### config.mk
export PLATFORM = sky130hd
export DESIGN_NAME = pingpong_pixel_reader
export DESIGN_NICKNAME = d
export VERILOG_FILES = /design/src/rtl/pingpong_pixel_reader.sv
export SDC_FILE = /design/constraint.sdc
export NUM_CORES = 1
export LEC_CHECK = 0
export CAP_MARGIN = 20
export CORE_AREA = 2 2 63 95
export DETAILED_ROUTE_END_ITERATION = 6
export DIE_AREA = 0 0 65 97
export GPL_TIMING_DRIVEN = 0
export HOLD_SLACK_MARGIN = 0.15
export PLACE_DENSITY = 0.82
export SYNTH_ARGS = -nofsm -noshare
export SYNTH_HDL_FRONTEND = slang
export SYNTH_SLANG_ARGS = --single-unit
### constraint.sdc
create_clock -name clk -period 3.5 [get_ports clk]
set_input_delay 0.525 -clock clk [delete_from_list [all_inputs] [get_ports clk]]
set_output_delay 0.525 -clock clk [all_outputs]
set_load 0.02 [all_outputs]
### src/rtl/pingpong_pixel_reader.sv
// Drains the ping-pong camera line FIFOs one line at a time and streams RGB888 pixels downstream.
// Reads are throttled so that buffered plus in-flight pixels never exceed the 2-entry output buffer.
module pingpong_pixel_reader #(
    parameter int unsigned LINE_PIXELS = 1024,
    parameter int unsigned CNT_W       = 11
) (
    input  logic        clk,
    input  logic        rst_n,
    input  logic        i_fifo_work_en,
    input  logic        i_fifo_choose,
    input  logic        i_fifo0_empty,
    input  logic        i_fifo1_empty,
    input  logic [15:0] i_fifo0_rd_data,
    input  logic [15:0] i_fifo1_rd_data,
    input  logic        i_fifo0_rd_vld,
    input  logic        i_fifo1_rd_vld,
    output logic        o_fifo0_rd_en,
    output logic        o_fifo1_rd_en,
    output logic [23:0] o_rgb,
    output logic        o_rgb_vld,
    input  logic        i_rgb_ready,
    output logic        o_line_done,
    output logic        o_overrun
);

    localparam logic [CNT_W-1:0] LINE_LOAD = CNT_W'(LINE_PIXELS);

    typedef enum logic [1:0] {IDLE, ARMED, READ, DRAIN} state_t;

    state_t           state;
    logic             sel;
    logic             choose_q;
    logic             pending;
    logic             inflight;
    logic             tail_vld;
    logic [23:0]      tail;
    logic [CNT_W-1:0] remaining;

    logic             toggle;
    logic             busy;
    logic             sel_empty;
    logic             sel_vld;
    logic [15:0]      sel_data;
    logic [23:0]      pixel;
    logic             accept;
    logic             push;
    logic [2:0]       level;
    logic             room;
    logic             rd_en;

    assign toggle    = choose_q ^ i_fifo_choose;
    assign busy      = (state == READ) || (state == DRAIN);
    assign sel_empty = sel ? i_fifo1_empty   : i_fifo0_empty;
    assign sel_vld   = sel ? i_fifo1_rd_vld  : i_fifo0_rd_vld;
    assign sel_data  = sel ? i_fifo1_rd_data : i_fifo0_rd_data;

    // RGB565 to RGB888 by replicating the top bits of each channel
    assign pixel = {sel_data[15:11], sel_data[15:13],
                    sel_data[10:5],  sel_data[10:9],
                    sel_data[4:0],   sel_data[4:2]};

    assign accept = o_rgb_vld && i_rgb_ready;
    assign push   = busy && inflight && sel_vld;

    // A read may issue only if its pixel is guaranteed a buffer slot when it returns
    assign level = 3'(o_rgb_vld) + 3'(tail_vld) + 3'(inflight);
    assign room  = level < (3'd2 + 3'(accept));
    assign rd_en = i_fifo_work_en && (state == READ) && !sel_empty
                   && (remaining != '0) && room;

    assign o_fifo0_rd_en = rd_en && !sel;
    assign o_fifo1_rd_en = rd_en && sel;
    assign o_line_done   = i_fifo_work_en && (state == DRAIN) && accept
                           && !tail_vld && !inflight;

    always_ff @(posedge clk or negedge rst_n) begin
        if (!rst_n) begin
            state     <= IDLE;
            sel       <= 1'b0;
            choose_q  <= 1'b0;
            pending   <= 1'b0;
            inflight  <= 1'b0;
            remaining <= '0;
            tail      <= '0;
            tail_vld  <= 1'b0;
            o_rgb     <= '0;
            o_rgb_vld <= 1'b0;
            o_overrun <= 1'b0;
        end else begin
            choose_q <= i_fifo_choose;
            inflight <= rd_en;
            if (rd_en) begin
                remaining <= remaining - CNT_W'(1);
            end

            // Two-entry buffer: head is the output register, tail is the skid slot
            if (accept) begin
                if (tail_vld) begin
                    o_rgb    <= tail;
                    tail_vld <= push;
                    if (push) begin
                        tail <= pixel;
                    end
                end else if (push) begin
                    o_rgb <= pixel;
                end else begin
                    o_rgb_vld <= 1'b0;
                end
            end else if (push) begin
                if (!o_rgb_vld) begin
                    o_rgb     <= pixel;
                    o_rgb_vld <= 1'b1;
                end else begin
                    tail     <= pixel;
                    tail_vld <= 1'b1;
                end
            end

            if (!i_fifo_work_en) begin
                state     <= IDLE;
                pending   <= 1'b0;
                remaining <= '0;
                inflight  <= 1'b0;
                tail_vld  <= 1'b0;
                o_rgb_vld <= 1'b0;
                o_rgb     <= '0;
            end else begin
                if (busy && toggle) begin
                    o_overrun <= 1'b1;
                    pending   <= 1'b1;
                end
                case (state)
                    IDLE: state <= ARMED;
                    ARMED: begin
                        if (toggle || pending) begin
                            state     <= READ;
                            sel       <= i_fifo_choose;
                            remaining <= LINE_LOAD;
                            pending   <= 1'b0;
                        end
                    end
                    READ: begin
                        if ((remaining == '0) || (rd_en && (remaining == CNT_W'(1)))) begin
                            state <= DRAIN;
                        end
                    end
                    DRAIN: begin
                        if (!inflight && !tail_vld && (!o_rgb_vld || accept)) begin
                            state <= ARMED;
                        end
                    end
                    default: state <= IDLE;
                endcase
            end
        end
    end

endmodule
==> load_flow_metrics.sql <==
INSERT INTO impl_metrics (metric_group, metric, value, unit) VALUES
('worst_setup_path', 'worst-setup-path-type', 'flip-flop to output port', ''),
('yosys', 'yosysMostFrequentCell', 'dfrtp_1', ''),
('grt', 'grt_use_total', '0.216', ''),
('clock_network', 'cts.root.buffer_cell', 'clkbuf_8', ''),
('grt', 'grt_overflow', '0', ''),
('place', 'portbufs', '69', ''),
('yosys', 'synthesized_instance_count', '283', ''),
('pwr', 'peakVddDrop', '330', 'µV'),
('pwr', 'pwr-share-comb', '0.286', ''),
('detailed_routing', 'first_pass_iteration_count_of_the_detailed_router', '4', ''),
('cells_and_area', 'stdcell_count', '432', ''),
('clock_network', 'cts_repair_resized_insts', '0', ''),
('worst_setup_path', 'worst_setup_path_end_kind', 'output port', ''),
('detailed_routing', 'antenna_violating_nets_post_route', '0', ''),
('yosys', 'yosys.area_share.xor_xnor', '0.0259', ''),
('clock_network', 'cts_max_level', '2', ''),
('worst_setup_path', 'worstPathMaxFanout', '7', ''),
('yosys', 'synthesis.yosys.warnings', '0', ''),
('timing', 'grt_setup_unrepaired', 'false', ''),
('place', 'finalWeightedCongestion', '0.842', ''),
('yosys', 'synth_top_area_frac', '0.481', ''),
('worst_setup_path', 'critPathArrivalTime', '2.75', 'ns'),
('floorplanning', 'floorplan.die.height', '97', 'µm'),
('worst_setup_path', 'cp-start-kind', 'flip-flop', ''),
('cells_and_area', 'antenna_cells_inserted', '0', ''),
('detailed_routing', 'detail_route.wl_per_cell', '14.9', 'µm'),
('pwr', 'power.clock.fraction', '0.271', ''),
('floorplanning', 'initial_utilization', '0.500', ''),
('timing', 'fmax', '306', 'MHz'),
('pwr', 'leakage_power', '1.62', 'nW'),
('yosys', 'synthTopCellsByCount', 'dfrtp_1, nand2_1, a21oi_1', ''),
('clock_network', 'worstSkewPairLatency', '0.31', 'ns'),
('timing', 'final-max-slew-violation-count', '0', ''),
('grt', 'maximum_number_of_pins_on_one_net_before_global_route_repair', '40', ''),
('detailed_routing', 'total_detailed_routing_wirelength', '6460', 'µm'),
('timing', 'final.period_utilization', '0.935', ''),
('worst_setup_path', 'data_required_time_of_the_worst_path', '2.97', 'ns'),
('yosys', 'ys_async_sr_fraction', '1.00', ''),
('clock_network', 'tritoncts', 'built', ''),
('yosys', 'synth_adder_area_share', '0.0351', ''),
('pwr', 'total_power', '0.00149', 'W'),
('clock_network', 'clkSlewWorstSetupHoldPaths', '0.09', 'ns'),
('timing', 'worst_slew_margin_rel', '0.439', ''),
('clock_network', 'cts-buffers-inserted', '5', ''),
('yosys', 'yosysSeqAreaShare', '0.481', ''),
('cells_and_area', 'layout-area-overhead-vs-synth', '33.7', '%'),
('yosys', 'synth_area_leader_cell', 'dfrtp_1', ''),
('cells_and_area', 'finish.net_count', '409', ''),
('floorplanning', 'design.die.area', '0.00631', 'mm²'),
('yosys', 'dominant_combinational_cell_family_by_area_after_synthesis', 'simple AND/OR/NAND/NOR gates', ''),
('yosys', 'synth_enable_flop_cells', '0', ''),
('detailed_routing', 'drc_errors', '0', ''),
('yosys', 'post_synth_main_area_contributors', 'dfrtp_1, a21oi_1, mux2i_1, nand2_1, o211ai_1', ''),
('timing', 'skew', '0.00740', 'ns'),
('pwr', 'power_frac_seq', '0.444', ''),
('detailed_routing', 'drt-initial-drc-count', '151', ''),
('yosys', 'muxShareOfSynthArea', '0.0804', ''),
('detailed_routing', 'via_count', '2338', ''),
('floorplanning', 'row_count', '33', ''),
('floorplanning', 'core', '0.00541', 'mm²'),
('outcome', 'status', 'complete, no violations', ''),
('timing', 'timing_hold_violations_final', '0', ''),
('cells_and_area', 'finalCoreUtilization', '0.669', ''),
('pwr', 'p_sw_frac', '0.302', ''),
('timing', 'setup_tns', '0', 'ns'),
('pwr', 'netSwitchingPower', '0.000449', 'W'),
('run', 'cap_violations', '0', ''),
('clock_network', 'number_of_buffers_on_the_longest_clock_path', '2', ''),
('yosys', 'dominantRegCellSynth', 'dfrtp_1', ''),
('detailed_routing', 'detail_route.vias_per_cell', '5.41', ''),
('pwr', 'power.density_cell_area', '411', 'mW/mm²');
final cells by class:
class	count	area, µm²
inverter	6	22.5
timing repair buffer	71	716
clock inverter	2	35.0
fill	443	1790
clock buffer	6	72.6
multi-input combinational	204	1270
buffer	21	113
sequential	52	1300
tap	70	87.6
cell families (layout without fill, tap and decap cells):
group,Yosys count,in the layout
buffers and inverters,27,106
AND/OR/NAND/NOR,101,101
multiplexers,21,21
XOR/XNOR,8,8
AO/OA/AOI/OAI,67,67
adder cells (fa/ha/maj),7,7
flip-flops,52,52
metrics by stage:
stage                     hold WS, ns  worst slack (ns)
after global routing            0.494             0.103
after CTS                       0.475             0.226
after floorplan                 0.229              1.01
after global placement          0.445             0.376
final                           0.469             0.228
after detailed placement        0.451             0.463
worst paths after layout:
kind,startpoint,end,slack (ns),cells after the start
worst max-delay path,o_rgb_vld$_DFFE_PN0P_,o_fifo0_rd_en,0.23,6
worst min register to register,o_overrun$_DFFE_PN0P_,o_overrun$_DFFE_PN0P_,0.47,1
worst min-delay path,o_overrun$_DFFE_PN0P_,o_overrun$_DFFE_PN0P_,0.47,1
max in group asynchronous,rst_n,tail[13]$_DFFE_PN0P_,2.32,3
worst max register to register,o_rgb_vld$_DFFE_PN0P_,state[0]$_DFFE_PN0P_,0.90,6
min in group asynchronous,rst_n,remaining[2]$_DFF_PN0_,0.65,2
routing by layer:
layer	vias up	part of all wire	GRT usage	wire, µm
met3	9	0.029	0.0279	185
met4	0	0.017	0.0753	112
met1	1134	0.40	0.251	2600
met2	54	0.55	0.395	3560
met5	-	0	0	0
li1	1141	-	-	-
critical path, stage by stage, from the launching register on:
cell and delay (ns):
dfrtp_1 0.46, fa_1 0.48, nand3b_1 0.23, a211oi_1 0.39, nand2_1 0.16, nor2_1 0.12, clkdlybuf4s50_1 0.61
registers in the layout, indices dropped and copies added (netlist names), 2 cells and up:
| register | flops |
|---|---|
| o_rgb | 16 |
| remaining | 11 |
| tail | 16 |
| state | 2 |
power by group through the flow:
| stage | registers (W) | clock network [W] | logic (W) |
|---|---|---|---|
| CTS | 0.000660 | 0.000408 | 0.000427 |
| floorplan | 0.000672 | 0 | 0.000276 |
| global route | 0.000664 | 0.000435 | 0.000465 |
| global placement | 0.000669 | 0 | 0.000413 |
| finish | 0.000660 | 0.000403 | 0.000425 |
| detailed placement | 0.000671 | 0 | 0.000425 |
what timing repair did:
item | CTS | global route
endpoints found under the hold margin | 13 | 0
setup buffers | 0 | 0
setup endpoints to repair | 0 | 0
hold buffers | 1 | 0
cell usage in the layout, fill, tap and decap left out, types with 2 or more instances in the layout:
master / instances
clkdlybuf4s50_1: 68
dfrtp_1: 52
nand2_1: 42
a21oi_1: 37
nor2_1: 31
mux2i_1: 18
o211ai_1: 16
clkbuf_1: 11
buf_4: 8
xor2_1: 7
inv_1: 6
ha_1: 6
nand3_1: 5
clkbuf_8: 5
nand4_1: 4
buf_2: 4
nand2b_1: 3
nor4_1: 2
nand4b_1: 2
or3_1: 2
o2111ai_1: 2
or4_1: 2
a211oi_1: 2
mux2_2: 2
a21o_1: 2
a31oi_1: 2
(Power assumes the default switching activity.)
